<file path="config.mk">
export PLATFORM = sky130hd
export DESIGN_NAME = keyboard_fifo_driver
export DESIGN_NICKNAME = d
export VERILOG_FILES = /design/src/rtl/kbd_pkg.sv /design/src/rtl/kbd_fifo.sv /design/src/rtl/keyboard_fifo_driver.sv
export SDC_FILE = /design/constraint.sdc
export NUM_CORES = 1
export LEC_CHECK = 0
export ABC_AREA = 1
export CAP_MARGIN = 0
export CORE_ASPECT_RATIO = 1.25
export CORE_MARGIN = 4
export CORE_UTILIZATION = 59
export DETAILED_ROUTE_END_ITERATION = 16
export PLACE_DENSITY_LB_ADDON = 0.1
export SLEW_MARGIN = 20
export SYNTH_ARGS = -nofsm -noshare
export SYNTH_HDL_FRONTEND = slang
export SYNTH_HIERARCHICAL = 1
export SYNTH_SLANG_ARGS = --single-unit
</file>
<file path="constraint.sdc">
create_clock -name clk -period 6.1 [get_ports clk]
set_input_delay 1.22 -clock clk [delete_from_list [all_inputs] [get_ports clk]]
set_output_delay 1.22 -clock clk [all_outputs]
set_load 0.05 [all_outputs]
</file>
<file path="src/rtl/kbd_pkg.sv">
// Shared constants and types for the PS/2 set-2 keyboard FIFO driver.
package kbd_pkg;

   localparam logic [7:0] SC_BRK    = 8'hF0;
   localparam logic [7:0] SC_EXT    = 8'hE0;
   localparam logic [7:0] SC_PAUSE  = 8'hE1;
   localparam logic [7:0] SC_BAT    = 8'hAA;
   localparam logic [7:0] SC_LSHIFT = 8'h12;
   localparam logic [7:0] SC_RSHIFT = 8'h59;
   localparam logic [7:0] SC_ENTER  = 8'h5A;
   localparam logic [7:0] SC_SLASH  = 8'h4A;

   localparam int unsigned SEQ_W = 14;

   localparam logic ADR_DATA = 1'b0;
   localparam logic ADR_STAT = 1'b1;

   typedef enum logic [1:0] {S_IDLE, S_BRK, S_EXT, S_EXT_BRK} kbd_state_e;

   typedef struct packed {
      logic [7:0]       ascii;
      logic [7:0]       scancode;
      logic             ext;
      logic [SEQ_W-1:0] seq;
   } kbd_entry_t;

endpackage

</file>
<file path="src/rtl/kbd_fifo.sv">
// Power-of-two synchronous FIFO with flush and occupancy count.
module kbd_fifo #(
   parameter int unsigned DEPTH = 16,
   parameter int unsigned WIDTH = 8,
   localparam int unsigned LW   = $clog2(DEPTH) + 1
) (
   input  logic             clk,
   input  logic             reset,
   input  logic             push,
   input  logic             pop,
   input  logic             flush,
   input  logic [WIDTH-1:0] wdata,
   output logic [WIDTH-1:0] rdata,
   output logic             full,
   output logic             empty,
   output logic [LW-1:0]    level
);

   localparam int unsigned AW = $clog2(DEPTH);
   localparam logic [LW-1:0] FULL_LVL = LW'(DEPTH);

   logic [WIDTH-1:0] mem [DEPTH];
   logic [AW-1:0]    wr_ptr_q, rd_ptr_q;
   logic [LW-1:0]    level_q;
   logic             do_push, do_pop;

   assign full    = (level_q == FULL_LVL);
   assign empty   = (level_q == '0);
   assign level   = level_q;
   assign rdata   = mem[rd_ptr_q];
   // A pop frees the slot, so a push into a full FIFO is legal in the same cycle.
   assign do_pop  = pop & ~empty & ~flush;
   assign do_push = push & (~full | pop) & ~flush;

   // Storage array; no reset needed since level gates visibility.
   always_ff @(posedge clk) begin
      if (do_push) mem[wr_ptr_q] <= wdata;
   end

   // Pointer and occupancy bookkeeping.
   always_ff @(posedge clk or negedge reset) begin
      if (!reset) begin
         wr_ptr_q <= '0;
         rd_ptr_q <= '0;
         level_q  <= '0;
      end else if (flush) begin
         wr_ptr_q <= '0;
         rd_ptr_q <= '0;
         level_q  <= '0;
      end else begin
         if (do_push) wr_ptr_q <= wr_ptr_q + 1'b1;
         if (do_pop)  rd_ptr_q <= rd_ptr_q + 1'b1;
         if (do_push && !do_pop)      level_q <= level_q + 1'b1;
         else if (do_pop && !do_push) level_q <= level_q - 1'b1;
      end
   end

endmodule

</file>
<file path="src/rtl/keyboard_fifo_driver.sv">
// PS/2 set-2 decoder with shift tracking, ASCII translation, FIFO queue and bus slave.
module keyboard_fifo_driver
   import kbd_pkg::*;
#(
   parameter int unsigned DEPTH      = 16,
   parameter int unsigned IRQ_LEVEL  = 1,
   parameter int unsigned ENABLE_EXT = 1
) (
   input  logic        clk,
   input  logic        reset,
   input  logic        ready_pulse,
   input  logic [7:0]  Keyboard_Data,
   input  logic        STB,
   input  logic        WE,
   input  logic        ADR,
   input  logic [31:0] DAT_I,
   output logic        ACK,
   output logic [31:0] DAT_O,
   output logic        irq
);

   localparam int unsigned LW = $clog2(DEPTH) + 1;
   localparam logic [LW-1:0] IRQ_LVL = LW'(IRQ_LEVEL);

   // US set-2 map; ascii 0 means unmapped.
   function automatic logic [7:0] us_map(input logic [7:0] sc, input logic shift);
      logic [7:0] a;
      case (sc)
         8'h1C: a = 8'h61; 8'h32: a = 8'h62; 8'h21: a = 8'h63; 8'h23: a = 8'h64;
         8'h24: a = 8'h65; 8'h2B: a = 8'h66; 8'h34: a = 8'h67; 8'h33: a = 8'h68;
         8'h43: a = 8'h69; 8'h3B: a = 8'h6A; 8'h42: a = 8'h6B; 8'h4B: a = 8'h6C;
         8'h3A: a = 8'h6D; 8'h31: a = 8'h6E; 8'h44: a = 8'h6F; 8'h4D: a = 8'h70;
         8'h15: a = 8'h71; 8'h2D: a = 8'h72; 8'h1B: a = 8'h73; 8'h2C: a = 8'h74;
         8'h3C: a = 8'h75; 8'h2A: a = 8'h76; 8'h1D: a = 8'h77; 8'h22: a = 8'h78;
         8'h35: a = 8'h79; 8'h1A: a = 8'h7A;
         8'h16: a = 8'h31; 8'h1E: a = 8'h32; 8'h26: a = 8'h33; 8'h25: a = 8'h34;
         8'h2E: a = 8'h35; 8'h36: a = 8'h36; 8'h3D: a = 8'h37; 8'h3E: a = 8'h38;
         8'h46: a = 8'h39; 8'h45: a = 8'h30;
         8'h4E: a = 8'h2D; 8'h55: a = 8'h2B; 8'h54: a = 8'h5B; 8'h5B: a = 8'h5D;
         8'h4C: a = 8'h3B; 8'h5D: a = 8'h5C; 8'h41: a = 8'h2C; 8'h49: a = 8'h2E;
         8'h4A: a = 8'h2F; 8'h29: a = 8'h20; 8'h66: a = 8'h08; 8'h5A: a = 8'h0A;
         default: a = 8'h00;
      endcase
      if (shift) begin
         if (a >= 8'h61 && a <= 8'h7A) a = a - 8'd32;
         else begin
            case (a)
               8'h31: a = 8'h21; 8'h32: a = 8'h40; 8'h33: a = 8'h23; 8'h34: a = 8'h24;
               8'h35: a = 8'h25; 8'h36: a = 8'h5E; 8'h37: a = 8'h26; 8'h38: a = 8'h2A;
               8'h39: a = 8'h28; 8'h30: a = 8'h29;
               default: ;
            endcase
         end
      end
      return a;
   endfunction

   kbd_state_e       state_q, state_d;
   logic             ready_q, byte_evt;
   logic             lshift_q, lshift_d, rshift_q, rshift_d, shift;
   logic             push_q, push_d, ext_q, ext_d;
   logic [7:0]       ascii_q, ascii_d, sc_q, sc_d;
   logic [SEQ_W-1:0] seq_q;
   logic             overflow_q, overflow_d;
   logic             ack_q, irq_q;
   logic [31:0]      dat_q, dat_d;
   logic             bus_req, rd_data, rd_stat, flush, pop, push_ok, ovf_set;
   logic             full, empty;
   logic [LW-1:0]    level;
   kbd_entry_t       head, tail;
   logic             unused_dat;

   assign byte_evt   = ready_pulse & ~ready_q;
   assign shift      = lshift_q | rshift_q;
   assign unused_dat = ^DAT_I[31:1];

   // Bus decode: a request is taken on the edge that raises ACK.
   assign bus_req = STB & ~ack_q;
   assign rd_data = bus_req & ~WE & (ADR == ADR_DATA);
   assign rd_stat = bus_req & ~WE & (ADR == ADR_STAT);
   assign flush   = bus_req & WE & (ADR == ADR_STAT) & DAT_I[0];
   assign pop     = rd_data & ~empty;
   assign push_ok = push_q & ~flush & (~full | pop);
   assign ovf_set = push_q & ~flush & full & ~pop;
   assign tail    = '{ascii: ascii_q, scancode: sc_q, ext: ext_q, seq: seq_q};

   // Scancode sequence decode, shift tracking and push staging.
   always_comb begin
      state_d  = state_q;
      lshift_d = lshift_q;
      rshift_d = rshift_q;
      push_d   = 1'b0;
      ascii_d  = ascii_q;
      sc_d     = sc_q;
      ext_d    = ext_q;
      if (byte_evt) begin
         unique case (state_q)
            S_IDLE: begin
               if (Keyboard_Data == SC_BRK)        state_d = S_BRK;
               else if (Keyboard_Data == SC_EXT)   state_d = S_EXT;
               else if (Keyboard_Data == SC_PAUSE || Keyboard_Data == SC_BAT) ;
               else if (Keyboard_Data == SC_LSHIFT) lshift_d = 1'b1;
               else if (Keyboard_Data == SC_RSHIFT) rshift_d = 1'b1;
               else begin
                  ascii_d = us_map(Keyboard_Data, shift);
                  sc_d    = Keyboard_Data;
                  ext_d   = 1'b0;
                  push_d  = (ascii_d != 8'h00);
               end
            end
            S_BRK: begin
               if (Keyboard_Data == SC_LSHIFT) lshift_d = 1'b0;
               if (Keyboard_Data == SC_RSHIFT) rshift_d = 1'b0;
               state_d = S_IDLE;
            end
            S_EXT: begin
               if (Keyboard_Data == SC_BRK) state_d = S_EXT_BRK;
               else begin
                  state_d = S_IDLE;
                  if (ENABLE_EXT != 0 &&
                      (Keyboard_Data == SC_ENTER || Keyboard_Data == SC_SLASH)) begin
                     ascii_d = (Keyboard_Data == SC_ENTER) ? 8'h0A : 8'h2F;
                     sc_d    = Keyboard_Data;
                     ext_d   = 1'b1;
                     push_d  = 1'b1;
                  end
               end
            end
            S_EXT_BRK: state_d = S_IDLE;
            default:   state_d = S_IDLE;
         endcase
      end
   end

   // Bus read mux and sticky overflow next-state.
   always_comb begin
      dat_d      = 32'h0;
      overflow_d = overflow_q;
      if (rd_data && !empty) dat_d = {head.ascii, head.scancode, 1'b1, head.ext, head.seq};
      if (rd_stat) dat_d = {overflow_q, shift, 14'b0, {(16 - LW){1'b0}}, level};
      if (flush)        overflow_d = 1'b0;
      else if (ovf_set) overflow_d = 1'b1;
      else if (rd_stat) overflow_d = 1'b0;
   end

   // All control state.
   always_ff @(posedge clk or negedge reset) begin
      if (!reset) begin
         state_q    <= S_IDLE;
         ready_q    <= 1'b0;
         lshift_q   <= 1'b0;
         rshift_q   <= 1'b0;
         push_q     <= 1'b0;
         ascii_q    <= 8'h00;
         sc_q       <= 8'h00;
         ext_q      <= 1'b0;
         seq_q      <= '0;
         overflow_q <= 1'b0;
         ack_q      <= 1'b0;
         dat_q      <= 32'h0;
         irq_q      <= 1'b0;
      end else begin
         state_q    <= state_d;
         ready_q    <= ready_pulse;
         lshift_q   <= lshift_d;
         rshift_q   <= rshift_d;
         push_q     <= push_d;
         ascii_q    <= ascii_d;
         sc_q       <= sc_d;
         ext_q      <= ext_d;
         if (push_ok) seq_q <= seq_q + 1'b1;
         overflow_q <= overflow_d;
         ack_q      <= bus_req;
         dat_q      <= dat_d;
         irq_q      <= (level >= IRQ_LVL);
      end
   end

   kbd_fifo #(
      .DEPTH (DEPTH),
      .WIDTH ($bits(kbd_entry_t))
   ) u_fifo (
      .clk   (clk),
      .reset (reset),
      .push  (push_ok),
      .pop   (pop),
      .flush (flush),
      .wdata (tail),
      .rdata (head),
      .full  (full),
      .empty (empty),
      .level (level)
   );

   assign ACK   = ack_q;
   assign DAT_O = dat_q;
   assign irq   = irq_q;

endmodule

</file>
==> qor.json, run 1 <==
{
  "gr-usage-all-layers": {"value": 0.2572},
  "syn_to_final_growth": {"value": 11.09, "unit": "%"},
  "end_kind": {"value": "register"},
  "static-leakage-power": {"value": 9.580, "unit": "nW"},
  "critical_path_class": {"value": "input pin to register"},
  "post_cts_hold_buffer_count": {"value": 0},
  "fin_cells": {"value": 2679},
  "timing.fmax": {"value": 0.2106, "unit": "GHz"},
  "crit_slowest_cell": {"value": "sky130_fd_sc_hd__nor2_4"},
  "power_per_cell_area": {"value": 422.7, "unit": "nW/um^2"},
  "netlist_instances": {"value": 2058},
  "synth_top_area_share": {"value": 0.6059},
  "synthesis.area_per_instance": {"value": 11.94, "unit": "um^2"},
  "cts_resized": {"value": 0},
  "drt_wl_total": {"value": 58.36, "unit": "mm"},
  "floorplan.die_area": {"value": 45010, "unit": "um^2"},
  "htree_levels": {"value": 2},
  "hpwl_detailed": {"value": 31.42, "unit": "mm"},
  "antenna-diode-count": {"value": 0},
  "setup_violations": {"value": 0},
  "routed_length_per_instance": {"value": 21.78, "unit": "um"},
  "cts_max_path_buffers": {"value": 3},
  "initial_utilization": {"value": 0.5977},
  "core.rowCount": {"value": 83},
  "synthTopCellsByArea": {"value": "sky130_fd_sc_hd__edfxtp_1 61%, sky130_fd_sc_hd__dfrtp_1 8.7%, sky130_fd_sc_hd__nor2_1 5.5%"},
  "timing_worst_slew_pin_value": {"value": 1.118, "unit": "ns"},
  "m1WireLength": {"value": 22.63, "unit": "mm"},
  "critical_path_arrival": {"value": 5.03, "unit": "ns"},
  "grt_max_degree": {"value": 251},
  "crit_path_frequent_cell": {"value": "sky130_fd_sc_hd__inv_1"},
  "route.vias.total": {"value": 16080},
  "floorplan.io_pins": {"value": 80},
  "hold_viol_final": {"value": 0},
  "cp_cell_sequence": {"value": "clkdlybuf4s50_1 -> inv_1 -> nor2_4 -> nand2_2 -> nor3_4 -> buf_4 -> inv_2 -> a21oi_4 -> inv_1 -> nor2_2 -> nand2_1 -> inv_1 -> nand2_1 -> nor2_4 -> buf_4"},
  "wire_length_of_the_first_global_routing_pass": {"value": 89.60, "unit": "mm"},
  "layout-drive-gt1-share": {"value": 0.1048},
  "drc": {"value": 0},
  "fin_hold_ws": {"value": 0.4963, "unit": "ns"},
  "ctsRootBufferMaster": {"value": "sky130_fd_sc_hd__clkbuf_16"},
  "timing.slew.headroom": {"value": 0.2545},
  "drt.antenna.violating_nets": {"value": 0},
  "worstPathBufferInverterCount": {"value": 7},
  "synth_flop_cell": {"value": "sky130_fd_sc_hd__edfxtp_1"},
  "avgViaCountPerCell": {"value": 6.000},
  "synthesis.nets": {"value": 2123},
  "synthDistinctLibCells": {"value": 51},
  "synth_area": {"value": 24580, "unit": "um^2"},
  "firstDrtPassIters": {"value": 5},
  "gr-total-overflow": {"value": 0},
  "detailedRoute.firstIterationViolations": {"value": 1492},
  "cts.sinks": {"value": 581},
  "cp_data_required_time": {"value": 6.38, "unit": "ns"},
  "rsz0062_at_grt": {"value": "false"},
  "grt_pass1_vias": {"value": 15740},
  "period_needed": {"value": 4.748, "unit": "ns"},
  "outcome": {"value": "complete, no violations"},
  "synth_area_leader_cell": {"value": "sky130_fd_sc_hd__edfxtp_1"},
  "clk-insertion-delay-late": {"value": 0.59, "unit": "ns"},
  "port-buffer-count": {"value": 48},
  "synth-edff-count": {"value": 496},
  "timing.setup.tns": {"value": 0, "unit": "ns"},
  "routed-wl-met3": {"value": 3.530, "unit": "mm"},
  "drv.max_cap_violation_count": {"value": 0},
  "most_frequent_cells_in_the_layout": {"value": "496 x sky130_fd_sc_hd__edfxtp_1, 349 x sky130_fd_sc_hd__nor2_1, 209 x sky130_fd_sc_hd__o21ai_0"},
  "fin_crit_sh": {"value": 0.7783},
  "yosys_register_bits": {"value": 581},
  "place_inst": {"value": 2577},
  "area_occupied_by_multi_input_gates": {"value": 6633, "unit": "um^2"},
  "grt_antenna_before_repair": {"value": 0},
  "dr.max_layer_used": {"value": "met4"},
  "final-seq-area": {"value": 17030, "unit": "um^2"},
  "finalCoreUtilization": {"value": 0.6640},
  "worst_clock_skew": {"value": 0.02359, "unit": "ns"},
  "final_max_slew_viol_count": {"value": 0},
  "ys_seq_area_frac": {"value": 0.6925},
  "ir_drop": {"value": 0.6067, "unit": "mV"},
  "gp_congestion": {"value": 0.9341},
  "crit_path_start_kind": {"value": "input pin"},
  "die_height": {"value": 236.2, "unit": "um"},
  "critical_path_peak_fanout": {"value": 26},
  "finish.instance_area": {"value": 27310, "unit": "um^2"},
  "cts_inserted_buffers": {"value": 54},
  "final.fill_count": {"value": 3122},
  "placeableCoreArea": {"value": 41120, "unit": "um^2"},
  "placement.cell_area": {"value": 25510, "unit": "um^2"},
  "max_stage_delay": {"value": 0.67, "unit": "ns"},
  "clk_pin_slew_worst_paths": {"value": 0.06, "unit": "ns"},
  "path_delay_family": {"value": "simple AND/OR/NAND/NOR gates"},
  "postCtsSetupBuffers": {"value": 0},
  "synth.yosys.warnings": {"value": 6},
  "layout_commonest_cell": {"value": "sky130_fd_sc_hd__edfxtp_1"},
  "min_path_type": {"value": "register to register"},
  "detailroute.wirelength.met2": {"value": 30.18, "unit": "mm"},
  "tritoncts": {"value": "yes"},
  "num-nets-final": {"value": 2146},
  "chipWidth": {"value": 190.6, "unit": "um"},
  "synth-async-reset-ratio": {"value": 0.1463}
}
==> layer usage <==
layer  GRT usage  vias to the layer above
li1            -                     7436
met1      0.3312                     7939
met2      0.4525                      566
met3     0.03168                      134
met4     0.08992                        0
met5           0                        -
==> kinds of logic (layout without fill, tap and decap cells) <==
kind of cell             after synthesis  count (layout)  share of synthesized area
AND/OR/NAND/NOR                      720             720                     0.1265
flip-flops                           581             581                     0.6925
XOR/XNOR                              15              15                   0.005344
multiplexers                           1               1                  0.0004581
adder cells (fa/ha/maj)               19              19                   0.009977
AO/OA/AOI/OAI                        511             511                     0.1231
buffers and inverters                211             280                    0.04220
==> sequential cells by signal, indices dropped and copies added (netlist names) <==
register	count
push_q	1
irq	1
ready_q	1
overflow_q	1
lshift_q	1
state_q	2
seq_q	14
u_fifo/level	5
u_fifo/mem	496
u_fifo/wr_ptr_q	4
ext_q	1
rshift_q	1
u_fifo/rd_ptr_q	4
ACK	1
ascii_q	8
DAT_O	32
sc_q	8
==> per-stage QoR <==
stage	total power [W]	worst slack (ns)
floorplan	0.007393	0.9048
global placement	0.008156	0.8501
detailed placement	0.008245	0.7548
CTS	0.01160	1.382
global route	0.01214	1.102
finish	0.01154	1.352
==> final timing paths <==
check / startpoint / to / slack, ns / cells after the start
min in group asynchronous: reset / DAT_O[3]$_DFF_PN0_ / 0.69 / 1
min reg2reg: ACK$_DFF_PN0_ / ACK$_DFF_PN0_ / 0.50 / 1
max in group asynchronous: reset / sc_q[7]$_DFFE_PN0P_ / 4.35 / 2
min: ACK$_DFF_PN0_ / ACK$_DFF_PN0_ / 0.50 / 1
max: STB / u_fifo/mem[8][17]$_DFFE_PP_ / 1.35 / 15
max reg2reg: u_fifo/level[1]$_DFFE_PN0P_ / u_fifo/mem[8][17]$_DFFE_PP_ / 1.73 / 14
==> area by class of cell <==
type | count | area share
multi-input cells | 1266 | 0.2429
well taps | 552 | 0.02529
repair buffers | 82 | 0.02868
flip-flops and latches | 581 | 0.6236
inverters | 96 | 0.01361
clock inverters | 31 | 0.01109
clock buffers | 71 | 0.05480
==> where the power goes <==
part           leakage (nW)  switching [W]  internal, W
sequential             5.46       0.000258      0.00461
clock                 0.880        0.00142      0.00195
combinational          3.24        0.00230      0.00100
==> synth_stat cells (all sizes together) (8+ instances only) <==
library cell / number
o211ai: 127
dfrtp: 85
inv: 94
o22ai: 63
xor2: 11
ha: 18
edfxtp: 496
nand2: 221
a21oi: 20
nor2: 396
buf: 55
nor3: 16
clkbuf: 60
nand4: 8
o21ai: 291
nand3: 73
No activity file was read; power rests on OpenSTA's default activity.
==> inputs of run 2 (changes only) <==
--- a/config.mk
+++ b/config.mk
@@ -9,7 +9,7 @@
 export CAP_MARGIN = 0
 export CORE_ASPECT_RATIO = 1.25
 export CORE_MARGIN = 4
-export CORE_UTILIZATION = 59
+export CORE_UTILIZATION = 55
 export DETAILED_ROUTE_END_ITERATION = 16
 export PLACE_DENSITY_LB_ADDON = 0.1
 export SLEW_MARGIN = 20
==> constraint.sdc (replaced) <==
create_clock -name clk -period 4.3 [get_ports clk]
set_input_delay 0.86 -clock clk [delete_from_list [all_inputs] [get_ports clk]]
set_output_delay 0.86 -clock clk [all_outputs]
set_load 0.05 [all_outputs]
==> qor.json, run 2 (same netlist as run 1, synthesis figures left out) <==
{
  "firstDrtPassIters": {"value": 6},
  "timing_worst_slew_pin_value": {"value": 1.086, "unit": "ns"},
  "outcome": {"value": "complete, no violations"},
  "finalCoreUtilization": {"value": 0.6255},
  "timing.slew.headroom": {"value": 0.2757},
  "tritoncts": {"value": "yes"},
  "num-nets-final": {"value": 2162},
  "chipWidth": {"value": 197.1, "unit": "um"},
  "period_needed": {"value": 3.446, "unit": "ns"},
  "post_cts_hold_buffer_count": {"value": 0},
  "min_path_type": {"value": "input pin to asynchronous set/reset pin"},
  "path_delay_family": {"value": "simple AND/OR/NAND/NOR gates"},
  "final_max_slew_viol_count": {"value": 0},
  "registers.top_by_ff_count": {"value": "u_fifo/mem"},
  "setup_violations": {"value": 0},
  "max_stage_delay": {"value": 0.50, "unit": "ns"},
  "gr-usage-all-layers": {"value": 0.2434},
  "fin_crit_sh": {"value": 0.8013},
  "route.vias.total": {"value": 16100},
  "routed_length_per_instance": {"value": 21.58, "unit": "um"},
  "cp_cell_sequence": {"value": "clkdlybuf4s50_1 -> inv_1 -> ha_1 -> nand2_1 -> nand3_2 -> nand2_1 -> a21oi_1 -> nand3_1 -> nand2_1 -> inv_1 -> nand2_1 -> inv_1 -> nand2_1 -> nand3_2 -> nand2_2 -> nand2_1 -> nand2_1 -> nand2_1 -> nor2_1 -> nand2_1 -> nand2_1 -> a21oi_2"},
  "largest_register_ffs": {"value": 496},
  "cp_data_required_time": {"value": 4.78, "unit": "ns"},
  "floorplan.io_pins": {"value": 80},
  "grt_antenna_before_repair": {"value": 0},
  "grt_pass1_vias": {"value": 15720},
  "fin_cells": {"value": 2713},
  "ctsRootBufferMaster": {"value": "sky130_fd_sc_hd__clkbuf_16"},
  "place_inst": {"value": 2613},
  "cts.sinks": {"value": 581},
  "area_occupied_by_multi_input_gates": {"value": 6633, "unit": "um^2"},
  "core.rowCount": {"value": 86},
  "gr-total-overflow": {"value": 0},
  "port-buffer-count": {"value": 48},
  "worst_clock_skew": {"value": 0.01491, "unit": "ns"},
  "antenna-diode-count": {"value": 0},
  "drt.antenna.violating_nets": {"value": 0},
  "cts_inserted_buffers": {"value": 54},
  "worstPathBufferInverterCount": {"value": 4},
  "initial_utilization": {"value": 0.5572},
  "critical_path_arrival": {"value": 3.93, "unit": "ns"},
  "grt_max_degree": {"value": 231},
  "crit_slowest_cell": {"value": "sky130_fd_sc_hd__clkdlybuf4s50_1"},
  "drt_wl_total": {"value": 58.54, "unit": "mm"},
  "crit_path_start_kind": {"value": "input pin"},
  "avgViaCountPerCell": {"value": 5.934},
  "placeableCoreArea": {"value": 44120, "unit": "um^2"},
  "timing.fmax": {"value": 0.2902, "unit": "GHz"},
  "layout-drive-gt1-share": {"value": 0.1116},
  "drv.max_cap_violation_count": {"value": 0},
  "cts_max_path_buffers": {"value": 3},
  "rsz0062_at_grt": {"value": "false"},
  "static-leakage-power": {"value": 9.709, "unit": "nW"},
  "wire_length_of_the_first_global_routing_pass": {"value": 90.87, "unit": "mm"},
  "htree_levels": {"value": 2},
  "final-seq-area": {"value": 17030, "unit": "um^2"},
  "postCtsSetupBuffers": {"value": 0},
  "critical_path_class": {"value": "input pin to register"},
  "end_kind": {"value": "register"},
  "layout_commonest_cell": {"value": "sky130_fd_sc_hd__edfxtp_1"},
  "clk-insertion-delay-late": {"value": 0.59, "unit": "ns"},
  "drc": {"value": 0},
  "placement.cell_area": {"value": 25690, "unit": "um^2"},
  "die_height": {"value": 244.4, "unit": "um"},
  "gp_congestion": {"value": 0.8633},
  "syn_to_final_growth": {"value": 12.26, "unit": "%"},
  "hold_viol_final": {"value": 0},
  "clk_pin_slew_worst_paths": {"value": 0.06, "unit": "ns"},
  "final.fill_count": {"value": 3429},
  "detailedRoute.firstIterationViolations": {"value": 1254},
  "layout_setup_ws": {"value": 0.8543, "unit": "ns"},
  "floorplan.die_area": {"value": 48160, "unit": "um^2"},
  "cts_resized": {"value": 0},
  "crit_path_frequent_cell": {"value": "sky130_fd_sc_hd__nand2_1"},
  "dp_slack": {"value": 0.3188, "unit": "ns"},
  "most_frequent_cells_in_the_layout": {"value": "496 x sky130_fd_sc_hd__edfxtp_1, 349 x sky130_fd_sc_hd__nor2_1, 209 x sky130_fd_sc_hd__o21ai_0"},
  "ir_drop": {"value": 2.662, "unit": "mV"},
  "finish.instance_area": {"value": 27590, "unit": "um^2"},
  "hpwl_detailed": {"value": 31.67, "unit": "mm"},
  "critical_path_peak_fanout": {"value": 9},
  "power_per_cell_area": {"value": 603.9, "unit": "nW/um^2"}
}
-- run 2: cell count changes in the layout (fill, tap and decap cells not counted), moves of 2 or more --
cell / before / now
sky130_fd_sc_hd__bufinv_16: 5 / 11
sky130_fd_sc_hd__buf_12: 4 / 7
sky130_fd_sc_hd__buf_4: 31 / 44
sky130_fd_sc_hd__clkbuf_8: 6 / 4
sky130_fd_sc_hd__clkinv_1: 10 / 4
sky130_fd_sc_hd__clkbuf_1: 10 / 14
sky130_fd_sc_hd__clkinv_2: 11 / 9
-- run 2: worst paths after layout --
kind | startpoint | to | slack, ns | depth (start not counted)
worst min-delay path | reset | DAT_O[1]$_DFF_PN0_ | 0.38 | 1
worst min register to register | ACK$_DFF_PN0_ | ACK$_DFF_PN0_ | 0.49 | 1
worst max register to register | u_fifo/level[1]$_DFFE_PN0P_ | u_fifo/mem[10][13]$_DFFE_PP_ | 0.88 | 13
min in group clk | ACK$_DFF_PN0_ | ACK$_DFF_PN0_ | 0.49 | 1
max in group asynchronous | reset | DAT_O[16]$_DFF_PN0_ | 2.97 | 2
worst max-delay path | Keyboard_Data[0] | push_q$_DFF_PN0_ | 0.85 | 22
-- run 2: layer usage --
metal / track usage / share of wire / routed length [um] / vias to the layer above
li1: - / - / - / 7484
met4: 0.08670 / 0.034 / 2012 / 0
met2: 0.4176 / 0.50 / 29140 / 493
met3: 0.03114 / 0.056 / 3254 / 126
met1: 0.3214 / 0.41 / 24130 / 7995
met5: 0 / 0 / 0 / -
-- run 2: through the flow --
stage | total power [W] | hold slack [ns] | TNS, ns
after floorplan | 0.01049 | 0.4655 | -66.36
after global placement | 0.01161 | 0.4796 | 0
after detailed placement | 0.01171 | 0.4819 | 0
after CTS | 0.01676 | 0.4081 | 0
after global routing | 0.01757 | 0.4451 | 0
final | 0.01666 | 0.3818 | 0
-- run 2: final cells by class --
cell class,count,share of cell area
Clock buffer,72,0.05287
Clock inverter,28,0.01605
Inverter,96,0.01351
Multi-Input combinational cell,1266,0.2404
Sequential cell,581,0.6172
Tap cell,572,0.02594
Timing Repair Buffer,98,0.03410
-- run 2: worst register-to-register path, cell delays in order, from the launching register on --
cell                      delay, ns
sky130_fd_sc_hd__dfrtp_1       0.47
sky130_fd_sc_hd__nor2_1        0.10
sky130_fd_sc_hd__nand3_1       0.23
sky130_fd_sc_hd__inv_1         0.14
sky130_fd_sc_hd__nor3_4        0.20
sky130_fd_sc_hd__inv_2         0.08
sky130_fd_sc_hd__a21oi_4       0.24
sky130_fd_sc_hd__inv_1         0.11
sky130_fd_sc_hd__nor2_2        0.29
sky130_fd_sc_hd__nand2_1       0.11
sky130_fd_sc_hd__inv_1         0.12
sky130_fd_sc_hd__nand2_1       0.27
sky130_fd_sc_hd__nor2_4        0.17
sky130_fd_sc_hd__buf_4         0.49
-- run 2: where the power goes --
group	leakage [nW]	total, W	switching [W]	internal [W]
Clock	0.923	0.00507	0.00202	0.00305
Combinational	3.32	0.00472	0.00327	0.00145
Sequential	5.46	0.00688	0.000340	0.00654
Total	9.71	0.0167	0.00562	0.0110
